File: src/rtl/multi_debounce_pkg.sv
// rtl/multi_debounce_pkg.sv - shared width helper and default timing constants for multi_debounce
package multi_debounce_pkg;

  localparam int DEBOUNCE_TICK_DIV_25MHZ = 250;
  localparam int DEBOUNCE_STABLE_10MS    = 1000;

  // Counter width able to hold 0..value-1, never narrower than one bit.
  function automatic int clog2_min1(input int value);
    return (value <= 1) ? 1 : $clog2(value);
  endfunction

endpackage

File: src/rtl/debounce_channel.sv
// rtl/debounce_channel.sv - one debounce channel: synchroniser, stability counter, level and strobes
// Optional auto-repeat hold counter under MULTI_DEBOUNCE_REPEAT_EN.
module debounce_channel
  import multi_debounce_pkg::*;
#(
  parameter int   STABLE_TICKS = DEBOUNCE_STABLE_10MS,
  parameter logic INIT_LEVEL   = 1'b0
`ifdef MULTI_DEBOUNCE_REPEAT_EN
  ,
  parameter int   HOLD_TICKS   = 50000,
  parameter int   REPEAT_TICKS = 10000
`endif
) (
  input  logic i_Clk,
  input  logic i_Rst_L,
  input  logic i_Tick,
  input  logic i_Raw,
  output logic o_Level,
  output logic o_Rise,
  output logic o_Fall
`ifdef MULTI_DEBOUNCE_REPEAT_EN
  ,
  output logic o_Repeat
`endif
);

  localparam int CW = clog2_min1(STABLE_TICKS);
  localparam logic [CW-1:0] CNT_MAX = CW'(STABLE_TICKS - 1);

  logic [1:0]    sync_q;
  logic [CW-1:0] stable_cnt;
  logic          sync_s;
  logic          flip;

  assign sync_s = sync_q[1];
  assign flip   = (sync_s != o_Level) && i_Tick && (stable_cnt == CNT_MAX);

  always_ff @(posedge i_Clk or negedge i_Rst_L) begin
    if (!i_Rst_L) begin
      sync_q     <= {2{INIT_LEVEL}};
      stable_cnt <= '0;
      o_Level    <= INIT_LEVEL;
      o_Rise     <= 1'b0;
      o_Fall     <= 1'b0;
    end else begin
      sync_q <= {sync_q[0], i_Raw};
      o_Rise <= 1'b0;
      o_Fall <= 1'b0;
      // Any sample matching the current level restarts qualification, tick or not.
      if (sync_s == o_Level) begin
        stable_cnt <= '0;
      end else if (flip) begin
        stable_cnt <= '0;
        o_Level    <= sync_s;
        o_Rise     <= sync_s;
        o_Fall     <= ~sync_s;
      end else if (i_Tick) begin
        stable_cnt <= stable_cnt + 1'b1;
      end
    end
  end

`ifdef MULTI_DEBOUNCE_REPEAT_EN
  localparam int HW = clog2_min1((HOLD_TICKS > REPEAT_TICKS) ? HOLD_TICKS : REPEAT_TICKS);
  localparam logic [HW-1:0] HOLD_MAX   = HW'(HOLD_TICKS - 1);
  localparam logic [HW-1:0] REPEAT_MAX = HW'(REPEAT_TICKS - 1);

  logic [HW-1:0] hold_cnt;
  logic          repeating;

  // repeating selects the shorter period once the first hold strobe has fired.
  always_ff @(posedge i_Clk or negedge i_Rst_L) begin
    if (!i_Rst_L) begin
      hold_cnt  <= '0;
      repeating <= 1'b0;
      o_Repeat  <= 1'b0;
    end else begin
      o_Repeat <= 1'b0;
      if (flip || !o_Level) begin
        hold_cnt  <= '0;
        repeating <= 1'b0;
      end else if (i_Tick) begin
        if (hold_cnt == (repeating ? REPEAT_MAX : HOLD_MAX)) begin
          hold_cnt  <= '0;
          repeating <= 1'b1;
          o_Repeat  <= 1'b1;
        end else begin
          hold_cnt <= hold_cnt + 1'b1;
        end
      end
    end
  end
`endif

endmodule

File: src/rtl/multi_debounce.sv
// rtl/multi_debounce.sv - N-channel switch debouncer sharing one tick prescaler
// Optional auto-repeat output o_Repeat under MULTI_DEBOUNCE_REPEAT_EN.
module multi_debounce
  import multi_debounce_pkg::*;
#(
  parameter int   NUM_CH       = 4,
  parameter int   TICK_DIV     = DEBOUNCE_TICK_DIV_25MHZ,
  parameter int   STABLE_TICKS = DEBOUNCE_STABLE_10MS,
  parameter logic INIT_LEVEL   = 1'b0
`ifdef MULTI_DEBOUNCE_REPEAT_EN
  ,
  parameter int   HOLD_TICKS   = 50000,
  parameter int   REPEAT_TICKS = 10000
`endif
) (
  input  logic              i_Clk,
  input  logic              i_Rst_L,
  input  logic [NUM_CH-1:0] i_Switches,
  output logic [NUM_CH-1:0] o_Switches,
  output logic [NUM_CH-1:0] o_Rise,
  output logic [NUM_CH-1:0] o_Fall
`ifdef MULTI_DEBOUNCE_REPEAT_EN
  ,
  output logic [NUM_CH-1:0] o_Repeat
`endif
);

  localparam int PW = clog2_min1(TICK_DIV);
  localparam logic [PW-1:0] PRE_MAX = PW'(TICK_DIV - 1);

  logic [PW-1:0] pre_cnt;
  logic          tick;

  assign tick = (pre_cnt == PRE_MAX);

  always_ff @(posedge i_Clk or negedge i_Rst_L) begin
    if (!i_Rst_L) begin
      pre_cnt <= '0;
    end else if (tick) begin
      pre_cnt <= '0;
    end else begin
      pre_cnt <= pre_cnt + 1'b1;
    end
  end

  for (genvar ch = 0; ch < NUM_CH; ch++) begin : g_ch
    debounce_channel #(
      .STABLE_TICKS (STABLE_TICKS),
      .INIT_LEVEL   (INIT_LEVEL)
`ifdef MULTI_DEBOUNCE_REPEAT_EN
      ,
      .HOLD_TICKS   (HOLD_TICKS),
      .REPEAT_TICKS (REPEAT_TICKS)
`endif
    ) u_channel (
      .i_Clk    (i_Clk),
      .i_Rst_L  (i_Rst_L),
      .i_Tick   (tick),
      .i_Raw    (i_Switches[ch]),
      .o_Level  (o_Switches[ch]),
      .o_Rise   (o_Rise[ch]),
      .o_Fall   (o_Fall[ch])
`ifdef MULTI_DEBOUNCE_REPEAT_EN
      ,
      .o_Repeat (o_Repeat[ch])
`endif
    );
  end

endmodule

File: config.mk
export PLATFORM = sky130hd
export DESIGN_NAME = multi_debounce
export DESIGN_NICKNAME = d
export VERILOG_FILES = /design/src/rtl/multi_debounce_pkg.sv /design/src/rtl/debounce_channel.sv /design/src/rtl/multi_debounce.sv
export SDC_FILE = /design/constraint.sdc
export NUM_CORES = 1
export LEC_CHECK = 0
export CORE_MARGIN = 4
export CORE_UTILIZATION = 25
export DETAILED_ROUTE_END_ITERATION = 10
export PLACE_DENSITY = 0.39
export SLEW_MARGIN = 0
export SYNTH_ARGS = -nofsm -noshare
export SYNTH_HDL_FRONTEND = slang
export SYNTH_HIERARCHICAL = 1
export SYNTH_SLANG_ARGS = --single-unit
export TNS_END_PERCENT = 100
File: constraint.sdc
create_clock -name i_Clk -period 2.85 [get_ports i_Clk]
set_clock_uncertainty 0.2 [all_clocks]
set_input_delay 0.7125 -clock i_Clk [delete_from_list [all_inputs] [get_ports i_Clk]]
set_output_delay 0.7125 -clock i_Clk [all_outputs]
set_load 0.02 [all_outputs]
## Word level (Yosys, flattened, before mapping)

Index checks and enable logic that the tools add are counted.

- Add/sub/neg operators: 5
- Eq/ne operators: 13
- Multiplexer cells: 29
- Bitwise operators: 8
- Reductions and logical operators: 16

Operators with widths:

| cell | count |
|---|---|
| two-way mux 10 bit | 12 |
| adder 10 x 1 -> 10 bit, second input constant | 4 |
| == test 10 bit, second input constant | 4 |
| two-way mux 1 bit | 16 |
| nonzero test 3 bit | 4 |
| adder 8 x 1 -> 8 bit, second input constant | 1 |
| == test 8 bit, second input constant | 1 |
| logical AND 1 bit | 8 |
| two-way mux 8 bit | 1 |
| NOT 1 bit | 8 |
| AND reduction 2 bit | 4 |
| == test 1 bit | 4 |
| inequality test 1 bit | 4 |

- Register bits after elaboration: 68
- Output and inout bits: 12
- Logic and storage cells: 92

## Longest topological paths before layout

Gate-level depths: netlist (run 1).

- Word-level depth: 5
- Depth in mapped cells: 8
- Mapped depth without buffers: 8

## By module

The synthesis (run 1) kept the hierarchy.

Modules (own cells, without submodules):

| module | instances | cells an instance | area each (um^2) | sequential area each (um^2) |
|---|---|---|---|---|
| debounce_channel | 4 | 72 | 763.2 | 375.4 |
| multi_debounce | 1 | 41 | 394.1 | 200.2 |

## Worst setup path before layout (run 1)

No wires, ideal clock.

- Path type: reg2reg
- Start: register pre_cnt[1]
- End: register g_ch[0].u_channel.o_Level
- Arrival time: 2.465 ns
- Setup slack: 0.058 ns
- Stages on the path, launching flop included: 9
- Clock period less this slack: 2.792 ns
- Cell sequence: dfrtp_1 -> inv_1 -> ha_1 -> nand3b_1 -> nor2_1 -> inv_1 -> nor2_1 -> and3_1 -> mux2_1

- Word-level cells in the longest chain between the ends: 4

Ends and longest elaborated chain:

| element | line | text |
|---|---|---|
| start: declaration | multi_debounce.sv:31 | `logic [PW-1:0] pre_cnt;` |
| start signal: assignment | multi_debounce.sv:42 | `pre_cnt <= pre_cnt + 1'b1;` |
| == test 8 bit | multi_debounce.sv:34 | `assign tick = (pre_cnt == PRE_MAX);` |
| net tick | multi_debounce.sv:32 | `logic tick;` |
| logical AND 1 bit (2 in a row) | debounce_channel.sv:36 | `assign flip = (sync_s != o_Level) && i_Tick && (stable_cnt == CNT_MAX);` |
| AND reduction 2 bit (no line) | n/a |  |
| end signal: assignment | debounce_channel.sv:54 | `o_Level <= sync_s;` |
| end: declaration | debounce_channel.sv:18 | `output logic o_Level,` |

The timed path passes the listed nets, and every way through them passes these cells.
A chain may end at the register's enable or synchronous reset.

## Worst setup path in the final report (run 1)

- Start: register pre_cnt[1]
- End: register g_ch[3].u_channel.o_Level

- Word-level cells in the longest chain between the ends: 4

Ends and longest elaborated chain:

| element | line |
|---|---|
| == test 8 bit | multi_debounce.sv:34 |
| net tick | multi_debounce.sv:32 |
| logical AND 1 bit (2 in a row) | debounce_channel.sv:36 |
| AND reduction 2 bit (no line) | n/a |
| end signal: assignment | debounce_channel.sv:54 |
| end: declaration | debounce_channel.sv:18 |

The timed path passes the listed nets, and every way through them passes these cells.

==> metrics.yaml, run 1 <==
final.fill_count: 1426
dieArea_sq_um: 15700
gp_congestion: 0.756
clockRootBuffer: "clkbuf_16"
clk_pin_slew_worst_paths_ns: 0.05
cp_data_arrival_time_ns: 2.43
start_util_pct: 25.8
drc: 0
antenna_found_initial: 0
outcome: "completed"
rr_startpoint: "pre_cnt[1]"
layout.nets: 368
cts_tree: "yes"
dieWidth_microns: 125
synth_cell_types: 36
io_buffers: 17
setup_ws_ns: 0.427
use_met2_pct: 14.6
drt_iter0_drc: 123
routed_wl_microns: 7110
power_density_nw_per_um2: 507
endpoint_kind: "flop"
syn_area_sq_um: 3450
cts_inserted_buffers: 9
peakVddDrop_v: 0.000235
ys_warn_count: 6
postCtsHoldBufs: 0
final.period_utilization_pct: 85.0
ff2ff_path_depth: 9
slowest_stage: "dfrtp_1"
finish.instance_area_sq_um: 4150
post_cts_buffers: 0
path_cells: "inv_1, ha_1, nand3b_1, nor2_2, buf_12, inv_1, nor2_1, and3_1, mux2_1"
grt_pass1_wl_microns: 12400
ys_seq_elements: 68
slowest_delay_ns: 0.40
fp.dieH_microns: 125
relSlewSlack_pct: 65.7
cp_max_fo: 15
num_rows: 42
ant_nets: 0
ys.flop_type: "dfrtp_1"
rsz0062_at_grt: "false"
synthToLayoutAreaGrowth_pct: 20.5
gr-total-overflow: 0
drive_gt1_share_pct: 14.4
multi_input_area_sq_um: 1700
post_synth.cell_area_avg_sq_um: 10.5
critPathTopFamily: "simple AND/OR/NAND/NOR gates"
ys_seq_area_share_pct: 49.4
tightestPinTransition_ns: 0.512
grt_max_degree: 41
r2r_end: "g_ch[3].u_channel/o_Level"
cts_max_level: 3
io_pins: 18
critPathLaunchType: "flop"
maxCapViolCount: 0
routedWlPerCell_microns: 13.3
grt.busiest_layer: "met2"
synth.net_count: 341
pre_cts_ws_ns: 0.401
dp_hpwl_microns: 4870
placed_area_sq_um: 3860
synthCells: 329
vias: 2573
yosysTopAreaCellShare_pct: 49.4
met3_usage_pct: 3.54
ctsResizeCount: 0
finalSetupViolCount: 0
ff2ff_setup_slack_ns: 0.43
first_pass_iters: 4
crit_type: "reg -> reg"
core-area_sq_um: 13300
slew_viol_final: 0
utilization_pct: 31.1
grt_pass1_vias: 2529
period_minus_slack_ns: 2.42
max_freq_mhz: 413
crit_path_frequent_cell: "inv_1"
setup_tns_ns: 0
synth_edf_count: 0
vias_per_cell: 4.80
crit_buf_inv: 3
clock_latency_ns: 0.33
cts_max_path_buffers: 2
cts.sinks: 68
use_met1_pct: 12.7
grtUsageTotal_pct: 9.65
required_ns: 2.86
antenna_cells: 0
finalHoldViolCount: 0
regArea_sq_um: 1700
synth_top_cell_by_area: "dfrtp_1"
leakage_nw: 1.75
async_reset_ff_share_pct: 100
yosys-top-cells-area: "dfrtp_1 (49%), nand3_1 (3.5%), nand2_1 (3.4%), nor2_1 (2.4%), nand4_1 (2.4%)"
hold_class: "in -> async"
-- cell type report --
| class | instances | area share [%] |
|---|---|---|
| flip-flops and latches | 68 | 41.0 |
| clock inverters | 1 | 0.120 |
| multi-input cells | 250 | 41.0 |
| inverters | 7 | 0.633 |
| clock buffers | 14 | 6.84 |
| well taps | 176 | 5.30 |
| repair buffers | 20 | 5.18 |
-- worst max path at each step --
stage	from	to	depth (start not counted)
finish	pre_cnt[1]	g_ch[3].u_channel/o_Level	9
floorplan	pre_cnt[1]	g_ch[0].u_channel/o_Level	8
global route	pre_cnt[1]	g_ch[3].u_channel/o_Level	9
CTS	pre_cnt[1]	g_ch[3].u_channel/o_Level	9
detailed placement	pre_cnt[1]	g_ch[3].u_channel/o_Level	9
global placement	pre_cnt[1]	g_ch[3].u_channel/o_Level	9
-- power by group --
group / total (mW) / leakage (nW) / internal, mW / switching [mW]
sequential: 0.978 / 0.917 / 0.972 / 0.00602
clock: 1.08 / 0.145 / 0.678 / 0.401
combinational: 0.0510 / 0.683 / 0.0153 / 0.0357
total: 2.11 / 1.75 / 1.67 / 0.442
-- placed cells by master, fill, tap and decap left out, types with 5 or more instances in the layout --
master,count
clkdlybuf4s50_1,16
nand3_2,5
nor3_1,12
nand2_1,31
clkbuf_16,9
or3_1,11
xor2_1,6
a22o_1,8
nand4_1,13
nand3_1,24
ha_1,6
a221o_1,8
and3_1,12
and4_1,8
xnor2_1,5
and2_1,12
inv_1,7
nor4_1,8
nor2_1,21
nor2b_1,8
dfrtp_1,68
-- synthesized netlist by cell type, types with 2 or more instances --
master    number
o221a_2        4
nor2b_1        8
o21ai_0        2
xor2_2         4
and4bb_2       4
nand3_2        5
nor3_1        12
and4_1         8
nand3_1       24
nand4_1       13
a21oi_1        2
a311o_1        4
a221o_1        8
and3_2         4
dfrtp_1       68
o21a_1         4
and3_1        12
nor2_1        22
mux2_2         4
xnor2_1        5
inv_1          7
nand2_2        4
nor4_1         8
a31o_2         4
xor2_1         6
clkbuf_2       4
ha_1           6
nand2_1       31
and2_1        12
or2_1          4
mux2_1         4
or3_1         11
a22o_1         8
-- per-layer routing --
layer / wire length (microns) / vias up
met3: 211 / 7
met5: 0 / -
met2: 3280 / 26
met1: 3520 / 1259
met4: 97 / 0
li1: - / 1281
-- state kept, by name (all words and copies together), names as in the netlist --
| name | cells |
|---|---|
| g_ch.u_channel/o_Rise | 4 |
| g_ch.u_channel/sync_q | 8 |
| g_ch.u_channel/stable_cnt | 40 |
| g_ch.u_channel/o_Fall | 4 |
| g_ch.u_channel/o_Level | 4 |
| pre_cnt | 8 |
-- cells by family after synthesis --
| logic type | Yosys count | synth area share (%) |
|---|---|---|
| and+or+nand+nor | 185 | 30.5 |
| adders and majority gates | 6 | 2.18 |
| xor gates and xnor gates | 15 | 4.68 |
| muxes | 8 | 2.61 |
| AOI/OAI and AO/OA | 36 | 9.29 |
| buffers and inverters | 11 | 1.34 |
| DFF | 68 | 49.4 |
-- per-stage QoR --
stage / hold slack, ns / std cells / power [mW]
after floorplan: 0.131 / 329 / 1.01
after global placement: 0.137 / 521 / 1.05
after detailed placement: 0.138 / 521 / 1.05
after CTS: 0.115 / 536 / 2.16
after global routing: 0.134 / 536 / 2.21
final: 0.110 / 536 / 2.11
Power figures use the tool's default switching activity.
==> inputs of run 2 (changes only) <==
- GPL_TIMING_DRIVEN: default -> 1
==> results of run 2 <==
The final DEF is identical to that of run 1; final timing and power are the same.
